**src/rtl/serial_cmd_master.sv**
```systemverilog
// UART-driven bus master: parses 'W' adr dat / 'R' adr command frames, runs one
// strobe/ack bus cycle per command and hands back a single response byte.
module serial_cmd_master #(
    parameter int unsigned CLKS_PER_BIT = 434,
    parameter int unsigned ACK_TIMEOUT  = 255
) (
    input  logic       clk_i,
    input  logic       rst_i,
    input  logic       rx_i,
    output logic       stb_o,
    output logic       we_o,
    output logic [7:0] adr_o,
    output logic [7:0] dat_o,
    input  logic [7:0] dat_i,
    input  logic       ack_i,
    output logic       resp_valid_o,
    output logic [7:0] resp_data_o,
    input  logic       resp_ready_i,
    output logic       err_o
);

    localparam int unsigned CNT_W     = 16;
    localparam int unsigned TO_W      = 8;
    localparam int unsigned BIT_LAST  = CLKS_PER_BIT - 1;
    localparam int unsigned HALF_LAST = (CLKS_PER_BIT / 2) - 1;
    localparam int unsigned TO_LAST   = ACK_TIMEOUT - 1;

    localparam logic [7:0] OP_WR    = 8'h57;
    localparam logic [7:0] OP_RD    = 8'h52;
    localparam logic [7:0] RESP_ACK = 8'h06;
    localparam logic [7:0] RESP_TO  = 8'h15;

    typedef enum logic [1:0] {R_IDLE, R_START, R_DATA, R_STOP} rx_state_t;
    typedef enum logic [2:0] {P_OP, P_ADR, P_DAT, BUS, RESP} p_state_t;

    logic             rx_meta, rx_sync, rx_prev;
    rx_state_t        rx_state, rx_state_n;
    logic [CNT_W-1:0] rx_cnt, rx_cnt_n;
    logic [2:0]       rx_bit_idx, rx_bit_idx_n;
    logic [7:0]       rx_shift, rx_shift_n;
    logic             byte_done_c;

    p_state_t         p_state, p_state_n;
    logic             is_write, is_write_n;
    logic [TO_W-1:0]  bus_cnt, bus_cnt_n;
    logic             stb_n, we_n, resp_valid_n, err_n;
    logic [7:0]       adr_n, dat_n, resp_data_n;

    // Two-flop synchronizer plus a delayed copy for start-edge detection
    always_ff @(posedge clk_i or negedge rst_i) begin
        if (!rst_i) begin
            rx_meta <= 1'b1;
            rx_sync <= 1'b1;
            rx_prev <= 1'b1;
        end else begin
            rx_meta <= rx_i;
            rx_sync <= rx_meta;
            rx_prev <= rx_sync;
        end
    end

    always_ff @(posedge clk_i or negedge rst_i) begin
        if (!rst_i) begin
            rx_state   <= R_IDLE;
            rx_cnt     <= '0;
            rx_bit_idx <= '0;
            rx_shift   <= '0;
        end else begin
            rx_state   <= rx_state_n;
            rx_cnt     <= rx_cnt_n;
            rx_bit_idx <= rx_bit_idx_n;
            rx_shift   <= rx_shift_n;
        end
    end

    // Receiver: half-bit start check, then mid-bit sampling of data and stop
    always_comb begin
        rx_state_n   = rx_state;
        rx_cnt_n     = rx_cnt + CNT_W'(1);
        rx_bit_idx_n = rx_bit_idx;
        rx_shift_n   = rx_shift;
        byte_done_c  = 1'b0;
        case (rx_state)
            R_IDLE: begin
                rx_cnt_n = '0;
                if (rx_prev && !rx_sync) rx_state_n = R_START;
            end
            R_START: begin
                if (rx_cnt == CNT_W'(HALF_LAST)) begin
                    rx_cnt_n     = '0;
                    rx_bit_idx_n = '0;
                    rx_state_n   = rx_sync ? R_IDLE : R_DATA;
                end
            end
            R_DATA: begin
                if (rx_cnt == CNT_W'(BIT_LAST)) begin
                    rx_cnt_n     = '0;
                    rx_shift_n   = {rx_sync, rx_shift[7:1]};
                    rx_bit_idx_n = rx_bit_idx + 3'd1;
                    if (rx_bit_idx == 3'd7) rx_state_n = R_STOP;
                end
            end
            R_STOP: begin
                if (rx_cnt == CNT_W'(BIT_LAST)) begin
                    rx_cnt_n    = '0;
                    byte_done_c = 1'b1;
                    rx_state_n  = R_IDLE;
                end
            end
            default: rx_state_n = R_IDLE;
        endcase
    end

    always_ff @(posedge clk_i or negedge rst_i) begin
        if (!rst_i) begin
            p_state      <= P_OP;
            is_write     <= 1'b0;
            bus_cnt      <= '0;
            stb_o        <= 1'b0;
            we_o         <= 1'b0;
            adr_o        <= '0;
            dat_o        <= '0;
            resp_valid_o <= 1'b0;
            resp_data_o  <= '0;
            err_o        <= 1'b0;
        end else begin
            p_state      <= p_state_n;
            is_write     <= is_write_n;
            bus_cnt      <= bus_cnt_n;
            stb_o        <= stb_n;
            we_o         <= we_n;
            adr_o        <= adr_n;
            dat_o        <= dat_n;
            resp_valid_o <= resp_valid_n;
            resp_data_o  <= resp_data_n;
            err_o        <= err_n;
        end
    end

    // Parser and bus/response sequencing; the stop bit is rx_sync at byte_done_c
    always_comb begin
        p_state_n    = p_state;
        is_write_n   = is_write;
        bus_cnt_n    = bus_cnt;
        stb_n        = stb_o;
        we_n         = we_o;
        adr_n        = adr_o;
        dat_n        = dat_o;
        resp_valid_n = resp_valid_o;
        resp_data_n  = resp_data_o;
        err_n        = 1'b0;
        case (p_state)
            P_OP: begin
                if (byte_done_c) begin
                    if (rx_sync && rx_shift == OP_WR) begin
                        is_write_n = 1'b1;
                        p_state_n  = P_ADR;
                    end else if (rx_sync && rx_shift == OP_RD) begin
                        is_write_n = 1'b0;
                        p_state_n  = P_ADR;
                    end else begin
                        err_n = 1'b1;
                    end
                end
            end
            P_ADR: begin
                if (byte_done_c) begin
                    if (!rx_sync) begin
                        err_n     = 1'b1;
                        p_state_n = P_OP;
                    end else begin
                        adr_n = rx_shift;
                        if (is_write) begin
                            p_state_n = P_DAT;
                        end else begin
                            p_state_n = BUS;
                            stb_n     = 1'b1;
                            we_n      = 1'b0;
                            bus_cnt_n = '0;
                        end
                    end
                end
            end
            P_DAT: begin
                if (byte_done_c) begin
                    if (!rx_sync) begin
                        err_n     = 1'b1;
                        p_state_n = P_OP;
                    end else begin
                        dat_n     = rx_shift;
                        p_state_n = BUS;
                        stb_n     = 1'b1;
                        we_n      = 1'b1;
                        bus_cnt_n = '0;
                    end
                end
            end
            BUS: begin
                if (byte_done_c) err_n = 1'b1;
                if (ack_i) begin
                    stb_n        = 1'b0;
                    we_n         = 1'b0;
                    resp_data_n  = is_write ? RESP_ACK : dat_i;
                    resp_valid_n = 1'b1;
                    p_state_n    = RESP;
                end else if (bus_cnt == TO_W'(TO_LAST)) begin
                    stb_n        = 1'b0;
                    we_n         = 1'b0;
                    resp_data_n  = RESP_TO;
                    resp_valid_n = 1'b1;
                    err_n        = 1'b1;
                    p_state_n    = RESP;
                end else begin
                    bus_cnt_n = bus_cnt + TO_W'(1);
                end
            end
            RESP: begin
                if (byte_done_c) err_n = 1'b1;
                if (resp_ready_i) begin
                    resp_valid_n = 1'b0;
                    p_state_n    = P_OP;
                end
            end
            default: p_state_n = P_OP;
        endcase
    end

endmodule

```
**config.mk**
```make
export PLATFORM = sky130hd
export DESIGN_NAME = serial_cmd_master
export DESIGN_NICKNAME = d
export VERILOG_FILES = /design/src/rtl/serial_cmd_master.sv
export SDC_FILE = /design/constraint.sdc
export NUM_CORES = 1
export LEC_CHECK = 0
export ABC_AREA = 0
export ABC_CLOCK_PERIOD_IN_PS = 2150
export CAP_MARGIN = 20
export CORE_MARGIN = 4
export CORE_UTILIZATION = 45
export DETAILED_ROUTE_END_ITERATION = 6
export PLACE_DENSITY = 0.69
export SYNTH_ARGS = -nofsm -noshare
export SYNTH_HDL_FRONTEND = slang
export SYNTH_SLANG_ARGS = --single-unit
```
**constraint.sdc**
```tcl
create_clock -name clk_i -period 2.15 [get_ports clk_i]
set_clock_uncertainty 0.05 [all_clocks]
set_input_delay 0.215 -clock clk_i [delete_from_list [all_inputs] [get_ports clk_i]]
set_output_delay 0.215 -clock clk_i [all_outputs]
set_load 0.1 [all_outputs]
```
==> flow_metrics.env <==
export IMPL_slew_headroom_pct=55.6
export IMPL_cp_data_arrival_time_ns=2.22
export IMPL_drc_errors=0
export IMPL_grt_pass1_vias=2535
export IMPL_slew_violations=0
export IMPL_cts_clk_slew_worst_paths_ns=0.08
export IMPL_cts_buffers=9
export IMPL_crit_path_start_kind="register"
export IMPL_min_path_type="input port to register"
export IMPL_synth_nets=340
export IMPL_fp_dieW_um=95.5
export IMPL_syn_to_final_growth_pct=23.8
export IMPL_min_period_over_period_pct=94.5
export IMPL_total_power_mw=2.85
export IMPL_hold_depth=1
export IMPL_hold_violations=0
export IMPL_cts_tree="built"
export IMPL_r2r_start="rx_cnt[2]"
export IMPL_layout_commonest_cell="dfrtp_1"
export IMPL_cp_required_ns=2.34
export IMPL_path_class="register to register"
export IMPL_fmax_mhz=492
export IMPL_seq_area_mm2=0.00181
export IMPL_rows=31
export IMPL_cts_max_path_buffers=2
export IMPL_reg2reg_to="adr_o[0]"
export IMPL_initial_core_util_pct=47.0
export IMPL_gp_congestion=0.782
export IMPL_grt_pass1_wl_um=11600
export IMPL_grt_max_degree=73
export IMPL_finish_instance_area_mm2=0.00427
export IMPL_maxCapViolations=0
export IMPL_leakage_nw=2.03
export IMPL_status="completed"
export IMPL_wl_per_cell_um=14.1
export IMPL_dr_pass1_iters=4
export IMPL_crit_chain="nor4b_2 -> and3_4 -> nand3_4 -> nor3b_4 -> buf_12 -> mux2_2"
export IMPL_ys_seq_area_share_pct=52.4
export IMPL_viasPerCell=5.27
export IMPL_dieArea_mm2=0.00912
export IMPL_final_cell_mix="68 x dfrtp_1, 45 x buf_4, 33 x nor2_1"
export IMPL_ios=41
export IMPL_p_per_area_mw_per_mm2=667
export IMPL_postRouteAntennaNets=0
export IMPL_worst_ir_drop_vdd_mv=0.483
export IMPL_reg2reg_slack_ns=0.12
export IMPL_ys_warn_count=0
export IMPL_final_util_pct=58.2
export IMPL_syn_avg_cell_area_um2=10.8
export IMPL_critPathCapture="adr_o[0]"
export IMPL_die_h_um=95.5
export IMPL_multi_input_area_mm2=0.00158
export IMPL_crit_start="rx_cnt[2]"
export IMPL_setup_viol=0
export IMPL_root_buffer="clkbuf_8"
export IMPL_fillers=640
export IMPL_vias=2563
export IMPL_cts_sinks=72
export IMPL_slowest_stage="dfrtp_1"
export IMPL_overflow=0
export IMPL_core_mm2=0.00733
export IMPL_synth_ff_type="dfrtp_1"
export IMPL_cp_max_fo=8
export IMPL_clock_latency_ns=0.35
export IMPL_setup_tns_ns=0
export IMPL_grtUsageTotal_pct=16.2
export IMPL_antenna_found_initial=0
export IMPL_worstMarginPinSlew_ns=0.663
export IMPL_r2r_cells=6
export IMPL_layout_min_cycle_time_ns=2.03
export IMPL_rsz0062_at_grt="yes"
export IMPL_synth_edf_count=0
export IMPL_synth_area_mm2=0.00345
export IMPL_dp_hpwl_um=4810
export IMPL_drive_gt1_share_pct=28.4
export IMPL_async_reset_ff_share_pct=100
export IMPL_ys_types=57
export IMPL_wl_um=6850
export IMPL_antenna_cells=0
export IMPL_end_kind="register"
export IMPL_cpPeakStageDelay_ns=0.43
export IMPL_htreeDepth=3
export IMPL_placed_cell_area_mm2=0.00401
export IMPL_drtIter0Drc=105
export IMPL_netlist_instances=320
export IMPL_fin_nets=402
export IMPL_io_buffers=40
export IMPL_yosys_register_bits=72
-- kinds of logic after synthesis --
| kind of cell | count (synthesis) | share of synthesized area, % |
|---|---|---|
| and+or+nand+nor | 126 | 20.0 |
| DFF | 72 | 52.4 |
| AOI/OAI and AO/OA | 48 | 9.26 |
| muxes | 27 | 8.71 |
| buffers and inverters | 24 | 3.08 |
| xor gates and xnor gates | 16 | 4.07 |
| adders and majority gates | 7 | 2.54 |
-- cell usage after synthesis, drive strengths merged, types with 3 or more instances --
cell	n	area, um2
a21oi	9	45.0
clkbuf	4	16.3
inv	15	56.3
dfrtp	69	1730
ha	7	87.6
xnor2	8	70.1
nand3	13	77.6
nor3	9	67.6
mux2i	3	30.0
nor2	33	124
and3	8	52.6
o22a	3	26.3
mux2	24	270
a31oi	6	37.5
o21ai	13	65.1
xor2	8	70.1
buf	5	33.8
nand2	32	120
nor2b	5	31.3
dfstp	3	78.8
nor4bb	3	30.0
nand4	5	31.3
nor4	3	18.8
-- worst min path at each step --
| stage | startpoint | end | slack, ns |
|---|---|---|---|
| 2_1_floorplan | rst_i | asynchronous set/reset pin | -0.13 |
| 4_1_cts | rx_i | rx_meta | 0.21 |
| 3_3_place_gp | rst_i | rx_cnt[0] | 0.22 |
| 3_5_place_dp | rst_i | rx_cnt[0] | 0.23 |
| 6_report | rx_i | rx_meta | 0.22 |
| 5_1_grt | rx_i | rx_meta | 0.21 |
-- state kept, by name (all words and copies together), names as in the netlist, named ones only --
signal        count
is_write          1
resp_valid_o      1
resp_data_o       8
rx_state          1
adr_o             8
bus_cnt           8
dat_o             8
rx_meta           1
p_state           3
rx_bit_idx        3
rx_cnt           16
rx_prev           1
we_o              1
rx_shift          8
rx_sync           1
err_o             1
stb_o             1
-- layout make-up --
class / instances / area share, %
flip-flops and latches: 72 / 42.3
repair buffers: 60 / 11.8
clock buffers: 9 / 2.90
well taps: 99 / 2.90
multi-input cells: 224 / 36.9
inverters: 15 / 1.32
clock inverters: 7 / 1.85
-- worst max-delay path, delay by kind of cell (launching register included) --
family / cells / cell delay, ns
AND/OR/NAND/NOR: 4 / 0.95
buffers and inverters: 1 / 0.16
flip-flops: 1 / 0.43
multiplexers: 1 / 0.33
-- stage by stage --
stage / cells / hold slack (ns) / setup slack [ns]
2_1_floorplan: 320 / -0.131 / 0.127
3_3_place_gp: 468 / 0.222 / 0.123
3_5_place_dp: 468 / 0.225 / 0.0765
4_1_cts: 485 / 0.208 / 0.0517
5_1_grt: 486 / 0.215 / -0.0169
6_report: 486 / 0.224 / 0.118
-- where the power goes --
group          leakage [nW]  total [mW]  switching (mW)  internal [mW]
Clock                0.0925        1.08           0.537          0.545
Sequential            0.958        1.46          0.0590           1.41
Combinational         0.977       0.302           0.150          0.152
-- metal layers --
layer	vias up	track usage, %	wire (um)	share of wire (%)
met5	-	0	0	0
met4	0	5.09	91	1.3
met3	13	4.97	260	3.8
met2	49	25.9	3230	47
met1	1242	21.1	3270	48
li1	1259	-	-	-
-- timing repair --
item | 4_1_cts | 5_1_grt
buffers inserted | 0 | 1
endpoints found under the setup margin | 0 | 27
hold buffers | 1 | 0
gates resized for setup | 0 | 9
endpoints found under the hold margin | 69 | 0
No activity file was read; power rests on OpenSTA's default activity.
